File: src/rtl/mux_scan_pkg.sv
// Shared types and defaults for the 74151 scan controller.
package mux_scan_pkg;

    localparam int SETTLE_CYCLES_DEF = 2;
    localparam int MAX_RETRY_DEF     = 3;

    // Counter widths sized for the largest legal parameter values (15 and 7).
    localparam int SETTLE_W = 4;
    localparam int RETRY_W  = 3;

    typedef enum logic [2:0] {
        IDLE,
        SETTLE,
        SAMPLE1,
        SAMPLE2,
        DONE
    } state_t;

endpackage

File: src/rtl/mux_scan_timer.sv
// Loadable settle down-counter; o_done is high once the count reaches zero.
module mux_scan_timer
    import mux_scan_pkg::*;
(
    input  logic                clk,
    input  logic                _reset,
    input  logic                i_load,
    input  logic [SETTLE_W-1:0] i_load_val,
    input  logic                i_dec,
    output logic                o_done
);

    logic [SETTLE_W-1:0] r_count;

    // NOTE: state is updated with non-blocking assignments so every flop samples pre-edge values.
    always_ff @(posedge clk or negedge _reset) begin
        if (!_reset) begin
            r_count <= '0;
        end else if (i_load) begin
            r_count <= i_load_val;
        end else if (i_dec && (r_count != '0)) begin
            r_count <= r_count - 1'b1;
        end
    end

    assign o_done = (r_count == '0);

endmodule

File: src/rtl/mux_scan_ctrl.sv
// Scans the eight inputs of a 74151 mux, double-sampling Y per select value
// with bounded retries, and publishes the completed byte atomically.
module mux_scan_ctrl
    import mux_scan_pkg::*;
#(
    parameter int SETTLE_CYCLES = SETTLE_CYCLES_DEF,
    parameter int MAX_RETRY     = MAX_RETRY_DEF
) (
    input  logic       clk,
    input  logic       _reset,
    input  logic       start,
    output logic [2:0] S,
    output logic       _E,
    input  logic       Y,
    output logic [7:0] data,
    output logic       valid,
    output logic       busy,
    output logic       err
);

    state_t               r_state;
    logic [2:0]           r_s;
    logic                 r_e_n;
    logic                 r_hold;
    logic [RETRY_W-1:0]   r_retry;
    logic [7:0]           r_shadow;
    logic [7:0]           r_data;
    logic                 r_valid;
    logic                 r_busy;
    logic                 r_err;

    state_t               w_state_next;
    logic [2:0]           w_s_next;
    logic                 w_e_n_next;
    logic                 w_hold_next;
    logic [RETRY_W-1:0]   w_retry_next;
    logic [7:0]           w_shadow_next;
    logic [7:0]           w_data_next;
    logic                 w_valid_next;
    logic                 w_err_next;
    logic                 w_load;
    logic                 w_advance;
    logic                 w_bit;
    logic                 w_timer_done;

    mux_scan_timer u_timer (
        .clk        (clk),
        ._reset     (_reset),
        .i_load     (w_load),
        .i_load_val (SETTLE_W'(SETTLE_CYCLES - 1)),
        .i_dec      (r_state == SETTLE),
        .o_done     (w_timer_done)
    );

    // NOTE: every variable gets a default before the case so no path infers a latch.
    always_comb begin
        w_state_next  = r_state;
        w_s_next      = r_s;
        w_e_n_next    = r_e_n;
        w_hold_next   = r_hold;
        w_retry_next  = r_retry;
        w_shadow_next = r_shadow;
        w_data_next   = r_data;
        w_valid_next  = 1'b0;
        w_err_next    = r_err;
        w_load        = 1'b0;
        w_advance     = 1'b0;
        w_bit         = Y;

        case (r_state)
            IDLE: begin
                w_e_n_next = 1'b1;
                w_s_next   = 3'd0;
                if (start) begin
                    w_state_next = SETTLE;
                    w_e_n_next   = 1'b0;
                    w_retry_next = '0;
                    w_err_next   = 1'b0;
                    w_load       = 1'b1;
                end
            end
            SETTLE: begin
                if (w_timer_done) begin
                    w_state_next = SAMPLE1;
                end
            end
            SAMPLE1: begin
                w_hold_next  = Y;
                w_state_next = SAMPLE2;
            end
            SAMPLE2: begin
                if (Y == r_hold) begin
                    w_bit     = r_hold;
                    w_advance = 1'b1;
                end else if (r_retry < RETRY_W'(MAX_RETRY)) begin
                    w_retry_next = r_retry + 1'b1;
                    w_state_next = SETTLE;
                    w_load       = 1'b1;
                end else begin
                    // Retries exhausted: keep the latest sample and flag the scan.
                    w_err_next = 1'b1;
                    w_advance  = 1'b1;
                end
                if (w_advance) begin
                    w_shadow_next[r_s] = w_bit;
                    if (r_s == 3'd7) begin
                        w_state_next = DONE;
                        w_data_next  = w_shadow_next;
                        w_valid_next = 1'b1;
                        w_e_n_next   = 1'b1;
                    end else begin
                        w_s_next     = r_s + 3'd1;
                        w_retry_next = '0;
                        w_state_next = SETTLE;
                        w_load       = 1'b1;
                    end
                end
            end
            DONE: begin
                w_state_next = IDLE;
                w_s_next     = 3'd0;
            end
            default: begin
                w_state_next = IDLE;
            end
        endcase
    end

    // NOTE: the shadow byte is cleared by reset too, so data can never expose stale bits.
    always_ff @(posedge clk or negedge _reset) begin
        if (!_reset) begin
            r_state  <= IDLE;
            r_s      <= 3'd0;
            r_e_n    <= 1'b1;
            r_hold   <= 1'b0;
            r_retry  <= '0;
            r_shadow <= 8'h00;
            r_data   <= 8'h00;
            r_valid  <= 1'b0;
            r_busy   <= 1'b0;
            r_err    <= 1'b0;
        end else begin
            r_state  <= w_state_next;
            r_s      <= w_s_next;
            r_e_n    <= w_e_n_next;
            r_hold   <= w_hold_next;
            r_retry  <= w_retry_next;
            r_shadow <= w_shadow_next;
            r_data   <= w_data_next;
            r_valid  <= w_valid_next;
            r_busy   <= (w_state_next != IDLE);
            r_err    <= w_err_next;
        end
    end

    assign S     = r_s;
    assign _E    = r_e_n;
    assign data  = r_data;
    assign valid = r_valid;
    assign busy  = r_busy;
    assign err   = r_err;

endmodule
File: config.mk
export PLATFORM = sky130hd
export DESIGN_NAME = mux_scan_ctrl
export DESIGN_NICKNAME = d
export VERILOG_FILES = /design/src/rtl/mux_scan_pkg.sv /design/src/rtl/mux_scan_timer.sv /design/src/rtl/mux_scan_ctrl.sv
export SDC_FILE = /design/constraint.sdc
export NUM_CORES = 1
export LEC_CHECK = 0
export BUFFER_PORTS_ARGS = -buffer_cell sky130_fd_sc_hd__buf_2
export CORE_AREA = 3 3 68 70
export DETAILED_ROUTE_END_ITERATION = 16
export DIE_AREA = 0 0 71 73
export HOLD_SLACK_MARGIN = 0.02
export PLACE_DENSITY_LB_ADDON = 0.25
export SYNTH_ARGS = -nofsm -noshare
export SYNTH_HDL_FRONTEND = slang
export SYNTH_SLANG_ARGS = --single-unit
File: constraint.sdc
create_clock -name clk -period 2.4 [get_ports clk]
set_input_delay 0.24 -clock clk [delete_from_list [all_inputs] [get_ports clk]]
set_output_delay 0.24 -clock clk [all_outputs]
set_load 0.02 [all_outputs]
### After elaboration in Yosys (flattened, before gate mapping)

Index checks and enable logic that the tools add are counted.

* register bits: 34
* input bits: 4
* output and inout bits: 15
* logic and storage cells: 88

* add/sub/neg operators: 3
* magnitude comparators: 3
* equality and inequality tests: 12
* mux-type cells: 43
* reductions and logical operators: 16

Operators with widths (count)
* $mux W3: 13
* $mux W1: 20
* $ne A2 B2 Y1 const B: 6
* $pmux W3 S2: 2
* $pmux W3 S4: 1
* $reduce_and A3 Y1: 3
* $bwmux W8: 1
* $mux W4: 2
* $add A3 B1 Y3 const B: 2
* $eq A3 B2 Y1 const B: 2
* $eq A3 B3 Y1 const B: 2
* $pmux W1 S2: 3
* $reduce_bool A2 Y1: 3
* $logic_not A4 Y1: 1
* $lt A3 B4 Y1 const B: 1
* $reduce_and A2 Y1: 2
* $reduce_and A4 Y1: 1
* $reduce_bool A4 Y1: 1
* $sub A4 B1 Y4 const B: 1
* $demux W1 S3: 1
* $eq A3 B1 Y1 const B: 1
* $ge A3 B1 Y1 const B: 1
* $logic_not A3 Y1: 1
* $lt A3 B2 Y1 const B: 1
* other kinds (4): 5

### Depth between registers and ports, before layout

Gate-level depths: netlist of run 1.

* depth in word-level cells: 7
* mapped depth: 7
* gate-level depth less buffers: 6

### Cells and area by module

Synthesis of run 1 repeated with hierarchy kept, for this count alone.

* cells, all modules: 167
* area, all modules: 1938.1 um^2

Modules (own cells, without submodules)
* mux_scan_ctrl: instances 1, cells each 140, area an instance 1667.8 um^2, seq. area each 752.0 um^2
* mux_scan_timer: instances 1, cells each 27, area an instance 270.3 um^2, seq. area each 100.1 um^2

### Worst setup path after synthesis of run 1

Ideal clock, no wire load.

* path type: register -> register
* start point: register r_s[0], in the netlist S[0]
* end point: register r_state[0]
* setup time: 132 ps
* arrival: 1503 ps
* data required time: 2268 ps
* path slack: 765 ps
* stages on the path, launching flop included: 6
* path buffers: 0
* period minus slack after synthesis: 1635 ps
* cells stage by stage: dfrtp_1 -> ha_1 -> ha_1 -> nor2_1 -> a31oi_2 -> or3b_1

* word-level cells in the longest chain between the ends: 4

Ends and longest elaborated chain
* from (decl): line mux_scan_ctrl.sv:22 `logic [2:0] r_s;`
* from (signal assigned): line mux_scan_ctrl.sv:144 `r_s <= w_s_next;`
* $eq A3 B3 Y1: line mux_scan_ctrl.sv:106 `if (r_s == 3'd7) begin`
* $mux W3: line mux_scan_ctrl.sv:106
* $mux W3: line mux_scan_ctrl.sv:104 `if (w_advance) begin`
* $pmux W3 S4: line mux_scan_ctrl.sv:70 `case (r_state)`
* via w_state_next[0]: line mux_scan_ctrl.sv:32 `state_t w_state_next;`
* to (signal assigned): line mux_scan_ctrl.sv:143 `r_state <= w_state_next;`
* to (decl): line mux_scan_ctrl.sv:21 `state_t r_state;`

The timed path passes the listed nets, and every way through them passes these cells.
A chain may end at the register's enable or synchronous reset.

### Worst setup path after layout of run 1

* start point: register r_s[1], in the netlist S[1]
* end point: register r_state[0]

Same word-level chain as after synthesis.

==> impl_metrics.csv, run 1 <==
group,metric,value,unit
synth,synthTopCellsByArea,"dfrtp_1 (46%), mux2i_1 (5.0%), ha_1 (4.8%)",
floorplan,fp.dieH,73,microns
clock_tree,cts.sinks,34,
critical_path,max_stage_delay,0.54,ns
synth,yosys.cell_count.top_type,"dfrtp_1",
detailed_routing,postRouteAntennaNets,0,
power,p_per_area,996,nW/um^2
synth,async_flop_share,100,%
detailed_routing,num_vias,1270,
run_status,status,"finished clean",
critical_path,path_cells,"ha_1 -> ha_1 -> nor2_1 -> a31oi_2 -> or3b_1",
synth,synth_xor_area_share,0.484,%
critical_path,path_common_cell,"ha_1",
timing,setup_viol,0,
synth,yosysWarnings,0,
min_path,hold_path_class,"in2async",
floorplan,initial_core_util,44.9,%
synth,synth_mux_area_share,7.88,%
clock_tree,postCtsSetupRepairBufs,0,
critical_path,slowest_stage,"dfrtp_1",
detailed_routing,drcViolationCount,0,
critical_path,path_buf_inv,0,
power,power.leakage,0.963,nW
synth,syn_area_per_cell,10.8,sq um
synth,synthFlopType,"dfrtp_1",
cells_and_area,area_growth,9.61,%
critical_path,worstSetupPathType,"reg2reg",
synth,synth_seq_cells,34,
critical_path,worstSetupEndpointType,"flip-flop",
synth,seq_area_frac_synth,47.1,%
clock_tree,cts_root_buf,"clkbuf_8",
detailed_routing,routed_wl,3220,microns
detailed_routing,wire_per_inst,13.6,microns
clock_tree,clk-insertion-delay-late,0.29,ns
floorplan,die_x,71,microns
timing,period_share,78.4,%
power,p_sw_share,37.1,%
synth,ys_types,46,
synth,synth_top_family_by_area,"simple AND/OR/NAND/NOR gates",
critical_path,critPathTopFamily,"flip-flops",
critical_path,critPathArrivalTime,2.04,ns
run,drv_cap,0,
global_route,first_global_vias,1208,
placement,dpl.hpwl,2310,microns
clock_tree,cts_resized,0,
synth,netlist_instances,168,
critical_path,critPathRequiredTime,2.56,ns
clock_tree,h-tree-depth,2,
critical_path,cp_max_fo,11,
power,power_frac_seq,41.8,%
cells_and_area,fillers,373,
power,irDropWorstVdd,0.000453,V
detailed_routing,drt_iter0_markers,63,
synth,synth_top_area_share,45.6,%
power,combPwrFrac,36.3,%
detailed_routing,dr.pass1.iters,4,
global_route,antenna_found_initial,0,
detailed_routing,viasPerCell,5.38,
cells_and_area,diodes,0,
timing,relSlewSlack,49.7,%
timing,fmax,532,MHz
power,power,1.98,mW
placement,port_buffers,18,
synth,yosys-top-cells-count,"dfrtp_1 (33), nand2_1 (23), o21ai_0 (15)",
global_route,track_usage,13.5,%
floorplan,ios,19,
synth,synth_simple_gate_area_share,22.6,%
clock_tree,cts_buffer_depth,2,
timing,finalSetupTns,0,ns
floorplan,dieArea,5180,sq um
cells_and_area,drive_gt1_share,23.1,%
synth,synth_area,1810,sq um
clock_tree,hold_buffers,0,
clock_tree,path_clk_slew,0.07,ns
clock_tree,tritoncts,"yes",
synth,yosysTopAreaCell,"dfrtp_1",
synth,synth_compound_area_share,11.4,%
timing,grt_setup_unrepaired,"no",
global_route,grt_pass1_wl,5350,microns
power,p_int,1.24,mW
clock_tree,numCtsBuffers,5,
floorplan,num_rows,23,
timing,layout_min_cycle_time,1.88,ns
critical_path,start_kind,"flip-flop",
timing,tightest_slew,0.755,ns
synth,synthAdderAreaFrac,4.84,%
global_route,grt_overflow,0,
power,p_switching,733,uW
timing,slew_violations,0,
synth,synth_nets,179,
cells_and_area,fin_nets,196,
global_route,grt_start_max_net_pins,35,
floorplan,coreArea,4030,sq um
timing,hold_viol,0,
synth,synth-edff-count,0,
placement,gp_congestion,0.753,
timing,fin_skew,0.00596,ns
power,power.clock.fraction,22.0,%
==> power groups by stage <==
stage               combinational (mW)  sequential (mW)  clock [mW]
global placement                 0.693            0.822           0
CTS                              0.727            0.824       0.449
global route                     0.802            0.845       0.474
detailed placement               0.724            0.834           0
finish                           0.717            0.825       0.434
floorplan                        0.627            0.804           0
==> area by class of cell <==
| class | count | area [sq um] | area share, % |
|---|---|---|---|
| Timing Repair Buffer | 19 | 97.6 | 4.92 |
| Tap cell | 50 | 62.6 | 3.15 |
| Sequential cell | 34 | 852 | 42.9 |
| Clock inverter | 1 | 5.00 | 0.252 |
| Clock buffer | 7 | 86.3 | 4.35 |
| Inverter | 7 | 26.3 | 1.32 |
| Multi-Input combinational cell | 118 | 855 | 43.1 |
==> sequential cells by signal, indices dropped and copies added (netlist names), 3 cells and up <==
signal,cells
S,3
r_state,3
data,8
u_timer.r_count,4
r_shadow,8
r_retry,3
==> per-stage QoR <==
stage | hold slack (ns) | instances | area [sq um] | setup WS (ns) | utilization [%]
finish | 0.0215 | 236 | 1980 | 0.519 | 49.3
global route | 0.0832 | 236 | 1980 | 0.344 | 49.3
CTS | 0.0448 | 236 | 1980 | 0.525 | 49.3
detailed placement | 0.356 | 228 | 1890 | 0.544 | 47.0
global placement | 0.342 | 228 | 1890 | 0.646 | 47.0
floorplan | -0.0556 | 168 | 1810 | 0.765 | -
==> path summary, 6_finish.rpt <==
check | startpoint | end | slack [ns] | cells after the start
worst max-delay path | S[1]$_DFFE_PN0P_ | r_state[0]$_DFF_PN0_ | 0.52 | 5
worst min-delay path | _reset | valid$_DFF_PN0_ | 0.02 | 1
worst max register to register | S[1]$_DFFE_PN0P_ | r_state[0]$_DFF_PN0_ | 0.52 | 5
worst min register to register | data[3]$_DFFE_PN0P_ | data[3]$_DFFE_PN0P_ | 0.48 | 2
max in group asynchronous | _reset | r_retry[0]$_DFFE_PN0P_ | 1.90 | 1
min in group clk | Y | r_hold$_DFFE_PN0P_ | 0.21 | 3
==> layout by cell type (no fill, tap or decap), types with 4 or more instances in the layout <==
| cell | count |
|---|---|
| dfrtp_1 | 33 |
| nand2_1 | 23 |
| buf_2 | 18 |
| o21ai_0 | 15 |
| nor2_1 | 10 |
| mux2i_1 | 9 |
| inv_1 | 7 |
| ha_1 | 7 |
| clkbuf_8 | 6 |
| nand3_1 | 5 |
| a21oi_1 | 4 |
| nor3_1 | 4 |
==> kinds of logic (layout without fill, tap and decap cells) <==
group,Yosys count,count (layout)
AO/OA/AOI/OAI,31,31
AND/OR/NAND/NOR,66,66
flip-flops,34,34
buffers and inverters,16,34
XOR/XNOR,1,1
multiplexers,13,13
adder cells (fa/ha/maj),7,7
==> worst reg2reg max path: stages (launching register included) <==
cell and delay (ns):
dfrtp_1 0.54, ha_1 0.22, ha_1 0.25, nor2_1 0.07
a31oi_2 0.31, or3b_1 0.37
==> per-layer routing <==
layer  global-route usage (%)  part of all wire [%]  up-vias
met5                        0                     0        -
met4                     8.14                   2.4        0
met3                     3.17                   4.6        9
met2                     20.3                    43       35
met1                     17.7                    50      604
li1                         -                     -      622
No activity file was read; power rests on OpenSTA's default activity.
==> inputs of run 2 (changes only) <==
--- a/config.mk
+++ b/config.mk
@@ -5,10 +5,11 @@
 export SDC_FILE = /design/constraint.sdc
 export NUM_CORES = 1
 export LEC_CHECK = 0
+export ABC_AREA = 1
 export BUFFER_PORTS_ARGS = -buffer_cell sky130_fd_sc_hd__buf_2
-export CORE_AREA = 3 3 68 70
+export CORE_AREA = 3 3 67 69
 export DETAILED_ROUTE_END_ITERATION = 16
-export DIE_AREA = 0 0 71 73
+export DIE_AREA = 0 0 70 72
 export HOLD_SLACK_MARGIN = 0.02
 export PLACE_DENSITY_LB_ADDON = 0.25
 export SYNTH_ARGS = -nofsm -noshare
==> constraint.sdc (replaced) <==
create_clock -name clk -period 1.92 [get_ports clk]
set_input_delay 0.192 -clock clk [delete_from_list [all_inputs] [get_ports clk]]
set_output_delay 0.192 -clock clk [all_outputs]
set_load 0.02 [all_outputs]
==> run 2 against run 1 <==
Wire length up 8.8%. First-iteration DRC count up 73%. Fmax up 14%. Non-clock buffer count unchanged. Largest cell class is now registers. Critical path depth up 3. Synthesized cell count up 29%. Combinational power up 30%. Via count up 10%. Register-to-register slack worse by 0.25 ns.
==> impl_metrics.csv, run 2 <==
group,metric,value,unit
timing,slew_violations,0,
clock_tree,cts_buffer_depth,2,
power,p_per_area,1350,nW/um^2
critical_path,reg2reg_depth,8,
global_route,track_usage,15.2,%
synth,syn_area_per_cell,8.00,sq um
synth,synthFlopType,"dfrtp_1",
timing,hold_viol,0,
floorplan,coreArea,3970,sq um
power,power.clock.fraction,29.1,%
synth,synth_area,1740,sq um
clock_tree,cts_resized,0,
floorplan,die_x,70,microns
placement,dp_slack,0.292,ns
floorplan,dieArea,5040,sq um
timing,tightest_slew,0.749,ns
critical_path,start_kind,"flip-flop",
synth,synth_seq_cells,34,
detailed_routing,drcViolationCount,0,
critical_path,worstSetupPathType,"reg2reg",
synth,synth_top_area_share,47.6,%
synth,yosysWarnings,0,
floorplan,num_rows,23,
power,power_frac_seq,36.8,%
timing,period_share,85.8,%
floorplan,initial_core_util,43.7,%
cells_and_area,area_growth,16.6,%
timing,fin_hold_ws,0.156,ns
detailed_routing,num_vias,1397,
synth,ys_types,23,
synth,yosys-top-cells-count,"nand2_1 (94), dfrtp_1 (33), inv_1 (22)",
detailed_routing,viasPerCell,4.77,
clock_tree,h-tree-depth,2,
global_route,grt_start_max_net_pins,35,
timing,fin_skew,0.00731,ns
clock_tree,path_clk_slew,0.08,ns
cells_and_area,layout_commonest_cell,"nand2_1",
global_route,grt_overflow,0,
min_path,min_from,"Y",
timing,grt_setup_unrepaired,"no",
global_route,grt_pass1_wl,6110,microns
cells_and_area,fin_nets,253,
synth,async_flop_share,100,%
cells_and_area,layout_common_cells,"nand2_1 (94), dfrtp_1 (33), inv_1 (22), buf_2 (18), nand3_1 (15)",
synth,seq_area_frac_synth,49.1,%
critical_path,critPathArrivalTime,1.83,ns
critical_path,worstSetupEndpointType,"flip-flop",
run,drv_cap,0,
power,power.leakage,1.15,nW
clock_tree,numCtsBuffers,5,
critical_path,critical_path.startpoint,"r_hold$_DFFE_PN0P_",
min_path,hold_path_class,"in2reg",
cells_and_area,drive_gt1_share,16.5,%
timing,setup_ws,0.274,ns
critical_path,reg2reg_from,"r_hold$_DFFE_PN0P_",
global_route,first_global_vias,1326,
run_status,status,"finished clean",
placement,port_buffers,18,
detailed_routing,postRouteAntennaNets,0,
clock_tree,clk-insertion-delay-late,0.29,ns
placement,dpl.hpwl,2520,microns
timing,finalSetupTns,0,ns
power,p_int,1.72,mW
timing,layout_min_cycle_time,1.65,ns
timing,setup_viol,0,
timing,fmax,607,MHz
clock_tree,hold_buffers,1,
clock_tree,tritoncts,"yes",
synth,netlist_instances,217,
floorplan,fp.dieH,72,microns
detailed_routing,wire_per_inst,11.9,microns
power,p_switching,1.02,mW
power,combPwrFrac,34.1,%
clock_tree,postCtsSetupRepairBufs,0,
synth,synth_nets,228,
synth,yosys.cell_count.top_type,"nand2_1",
clock_tree,cts.sinks,34,
detailed_routing,drt_iter0_markers,109,
placement,gp_congestion,0.772,
detailed_routing,dr.pass1.iters,4,
critical_path,critPathRequiredTime,2.10,ns
power,p_sw_share,37.1,%
synth,synthTopCellsByArea,"dfrtp_1 (48%), nand2_1 (20%), ha_1 (5.0%)",
synth,yosysTopAreaCell,"dfrtp_1",
min_path,min_delay_path_depth,3,
timing,relSlewSlack,50.1,%
clock_tree,cts_root_buf,"clkbuf_8",
detailed_routing,routed_wl,3500,microns
floorplan,ios,19,
cells_and_area,fillers,397,
power,irDropWorstVdd,0.000521,V
synth,synth-edff-count,0,
cells_and_area,diodes,0,
global_route,antenna_found_initial,0,
critical_path,cp_max_fo,13,
-- run 2: path summary, 6_finish.rpt --
check                                            to  slack (ns)
worst max-delay path            data[2]$_DFFE_PN0P_        0.27
worst min-delay path             r_hold$_DFFE_PN0P_        0.16
worst max register to register  data[2]$_DFFE_PN0P_        0.27
worst min register to register  data[5]$_DFFE_PN0P_        0.48
max in group asynchronous          S[2]$_DFFE_PN0P_        0.93
min in group asynchronous       data[0]$_DFFE_PN0P_        0.50
-- run 2: through the flow --
step,utilization (%),cell area [sq um],power [mW],instances
after floorplan,-,1740,1.72,217
after global placement,47.3,1880,1.94,284
after detailed placement,47.3,1880,1.96,284
after CTS,51.0,2030,2.76,293
after global routing,51.0,2030,2.98,293
final,51.0,2030,2.74,293
-- run 2: cell type report --
| type | instances | area (sq um) | share of cell area (%) |
|---|---|---|---|
| sequential | 34 | 852 | 42.1 |
| multi-input combinational | 156 | 774 | 38.2 |
| timing repair buffer | 19 | 100 | 4.94 |
| inverter | 26 | 98.8 | 4.88 |
| clock buffer | 5 | 68.8 | 3.40 |
| clock inverter | 3 | 68.8 | 3.40 |
| tap | 50 | 62.6 | 3.09 |
-- run 2: logic make-up after synthesis --
kind of cell	share of synthesized area, %
AOI/OAI and AO/OA	4.97
and+or+nand+nor	34.1
adders and majority gates	5.04
DFF	49.1
buffers and inverters	6.34
xor gates and xnor gates	0.504
-- run 2: power groups by stage --
stage	registers, mW	logic [mW]	clock network [mW]
6_report	1.01	0.935	0.797
3_5_place_dp	1.02	0.939	0
2_1_floorplan	1.04	0.686	0
4_1_cts	1.01	0.947	0.812
3_3_place_gp	1.01	0.927	0
5_1_grt	1.03	1.09	0.850
-- run 2: critical path, cell delays in order (launching register included) --
cell and delay (ns):
dfrtp_1 0.36, inv_1 0.06, ha_1 0.30, nor2_1 0.15
nand2_2 0.14, nand3_4 0.20, clkinv_2 0.18, nand2_1 0.11
nand2_1 0.05
-- run 2: per-layer routing --
layer  GRT usage, %  up-vias  part of all wire (%)
met5              0        -                     0
met4           5.11        0                   1.5
met3           2.91        7                   2.9
met2           22.7       18                    43
met1           22.4      646                    52
li1               -      726                     -
==> inputs of run 3 (changes only) <==
--- a/config.mk
+++ b/config.mk
@@ -7,9 +7,9 @@
 export LEC_CHECK = 0
 export ABC_AREA = 1
 export BUFFER_PORTS_ARGS = -buffer_cell sky130_fd_sc_hd__buf_2
-export CORE_AREA = 3 3 67 69
+export CORE_AREA = 2 2 66 68
 export DETAILED_ROUTE_END_ITERATION = 16
-export DIE_AREA = 0 0 70 72
+export DIE_AREA = 0 0 68 70
 export HOLD_SLACK_MARGIN = 0.02
 export PLACE_DENSITY_LB_ADDON = 0.25
 export SYNTH_ARGS = -nofsm -noshare
==> run 3 against run 2 <==
Global-route usage rose by 2.3 points. Fmax rose by 1.7%. Wire length decreased by 0.74%. Register-to-register slack better by 0.03 ns. First-iteration DRC count is 27% lower. Utilization down 2.6 points. Critical path type unchanged. Largest cell class unchanged.
==> impl_metrics.csv, run 3 (synthesized netlist as in run 2, its figures left out) <==
group,metric,value,unit
timing,finalSetupTns,0,ns
critical_path,start_kind,"flip-flop",
placement,place_area,1880,sq um
global_route,grt_pass1_wl,6290,microns
critical_path,reg2reg_from,"r_hold$_DFFE_PN0P_",
placement,gp_congestion,0.788,
critical_path,worstSetupPathType,"reg2reg",
cells_and_area,area_growth,15.4,%
cells_and_area,layout_common_cells,"nand2_1 (94), dfrtp_1 (33), inv_1 (22), buf_2 (18), nand3_1 (15)",
global_route,grt_overflow,0,
power,p_per_area,1300,nW/um^2
critical_path,slowest_stage,"dfrtp_1",
detailed_routing,drcViolationCount,0,
run,drv_cap,0,
cells_and_area,layout_commonest_cell,"nand2_1",
floorplan,die_x,68,microns
critical_path,critPathRequiredTime,2.11,ns
global_route,first_global_vias,1435,
critical_path,path_common_cell,"nand2_1",
floorplan,num_rows,24,
timing,fin_skew,0.00458,ns
timing,grt_setup_unrepaired,"no",
placement,dp_slack,0.300,ns
floorplan,fp.dieH,70,microns
cells_and_area,drive_gt1_share,16.5,%
clock_tree,path_clk_slew,0.08,ns
timing,period_share,84.3,%
placement,dp.cells,286,
timing,layout_min_cycle_time,1.62,ns
timing,tightest_slew,0.752,ns
floorplan,coreArea,4140,sq um
cells_and_area,fin_nets,253,
placement,dpl.hpwl,2510,microns
critical_path,cp_max_fo,13,
timing,fmax,618,MHz
clock_tree,cts.sinks,34,
detailed_routing,dr.pass1.iters,4,
run_status,status,"finished clean",
clock_tree,cts_resized,0,
min_path,hold_path_class,"in2reg",
critical_path,path_cells,"inv_1 -> ha_1 -> nor2_1 -> nand2_2 -> nand3_4 -> clkinv_2 -> nand2_1 -> nand2_1",
power,power,2.61,mW
critical_path,critical_path.startpoint,"r_hold$_DFFE_PN0P_",
timing,setup_ws,0.301,ns
timing,slew_violations,0,
clock_tree,cts_root_buf,"clkbuf_8",
cells_and_area,layout.cells.non_filler,295,
clock_tree,cts_buffer_depth,2,
power,power.leakage,1.13,nW
timing,relSlewSlack,49.8,%
clock_tree,tritoncts,"yes",
critical_path,worstSetupEndpointType,"flip-flop",
placement,port_buffers,18,
timing,hold_viol,0,
floorplan,initial_core_util,41.9,%
detailed_routing,viasPerCell,4.82,
detailed_routing,num_vias,1421,
global_route,antenna_found_initial,0,
floorplan,dieArea,4760,sq um
detailed_routing,drt_iter0_markers,80,
cells_and_area,final_area,2000,sq um
detailed_routing,routed_wl,3470,microns
cells_and_area,diodes,0,
clock_tree,numCtsBuffers,5,
clock_tree,h-tree-depth,2,
power,irDropWorstVdd,0.000542,V
global_route,grt_start_max_net_pins,35,
detailed_routing,postRouteAntennaNets,0,
critical_path,critPathArrivalTime,1.81,ns
min_path,min_from,"Y",
clock_tree,postCtsSetupRepairBufs,0,
timing,setup_viol,0,
floorplan,ios,19,
critical_path,max_stage_delay,0.36,ns
global_route,track_usage,17.5,%
detailed_routing,wire_per_inst,11.8,microns
clock_tree,clk-insertion-delay-late,0.29,ns
## run 3: cell types whose count changed in the layout (fill, tap and decap cells not counted), sizes merged
cell	previous run	this run
bufinv	2	1
clkinv	2	1
clkinvlp	0	2
## run 3: area by class of cell
type	count	area, sq um
well taps	52	65.1
repair buffers	19	100
flip-flops and latches	34	852
inverters	26	98.8
clock buffers	5	68.8
clock inverters	3	45.0
multi-input cells	156	774
fillers	412	2140
## run 3: worst max-delay path, delay by kind of cell (launching register included)
| kind | cells | cell delay (ns) |
|---|---|---|
| adder cells (fa/ha/maj) | 1 | 0.30 |
| flip-flops | 1 | 0.36 |
| buffers and inverters | 2 | 0.23 |
| AND/OR/NAND/NOR | 5 | 0.62 |
## run 3: per-layer routing
layer  wire length (microns)  GRT usage [%]  share of wire [%]  up-vias
li1                        -              -                  -      726
met1                    1650           22.7                 47      663
met2                    1630           27.2                 47       25
met3                     159           6.60                4.6        7
met4                      38           4.44                1.1        0
met5                       0              0                  0        -
## run 3: repair_timing
| action | CTS | global route |
|---|---|---|
| hold buffers | 1 | 0 |
| endpoints found under the hold margin | 33 | 0 |
| setup endpoints to repair | 0 | 0 |
## run 3: worst paths after layout
kind / endpoint / slack, ns / cells after the start
worst max-delay path: data[5]$_DFFE_PN0P_ / 0.30 / 8
worst min-delay path: r_hold$_DFFE_PN0P_ / 0.15 / 3
worst max register to register: data[5]$_DFFE_PN0P_ / 0.30 / 8
worst min register to register: r_shadow[6]$_DFFE_PN0P_ / 0.48 / 2
max in group asynchronous: u_timer.r_count[0]$_DFFE_PN0P_ / 0.93 / 2
min in group asynchronous: busy$_DFF_PN0_ / 0.50 / 2
## run 3: per-stage QoR
stage,utilization [%],hold slack [ns]
6_report,48.4,0.146
5_1_grt,48.4,0.172
4_1_cts,48.4,0.145
3_5_place_dp,45.4,0.311
3_3_place_gp,45.4,0.322
2_1_floorplan,-,-0.104
## run 3: power by group
group / switching, mW / internal [mW] / leakage [nW]
registers: 0.130 / 0.882 / 0.454
clock network: 0.281 / 0.386 / 0.0504
logic: 0.610 / 0.319 / 0.630
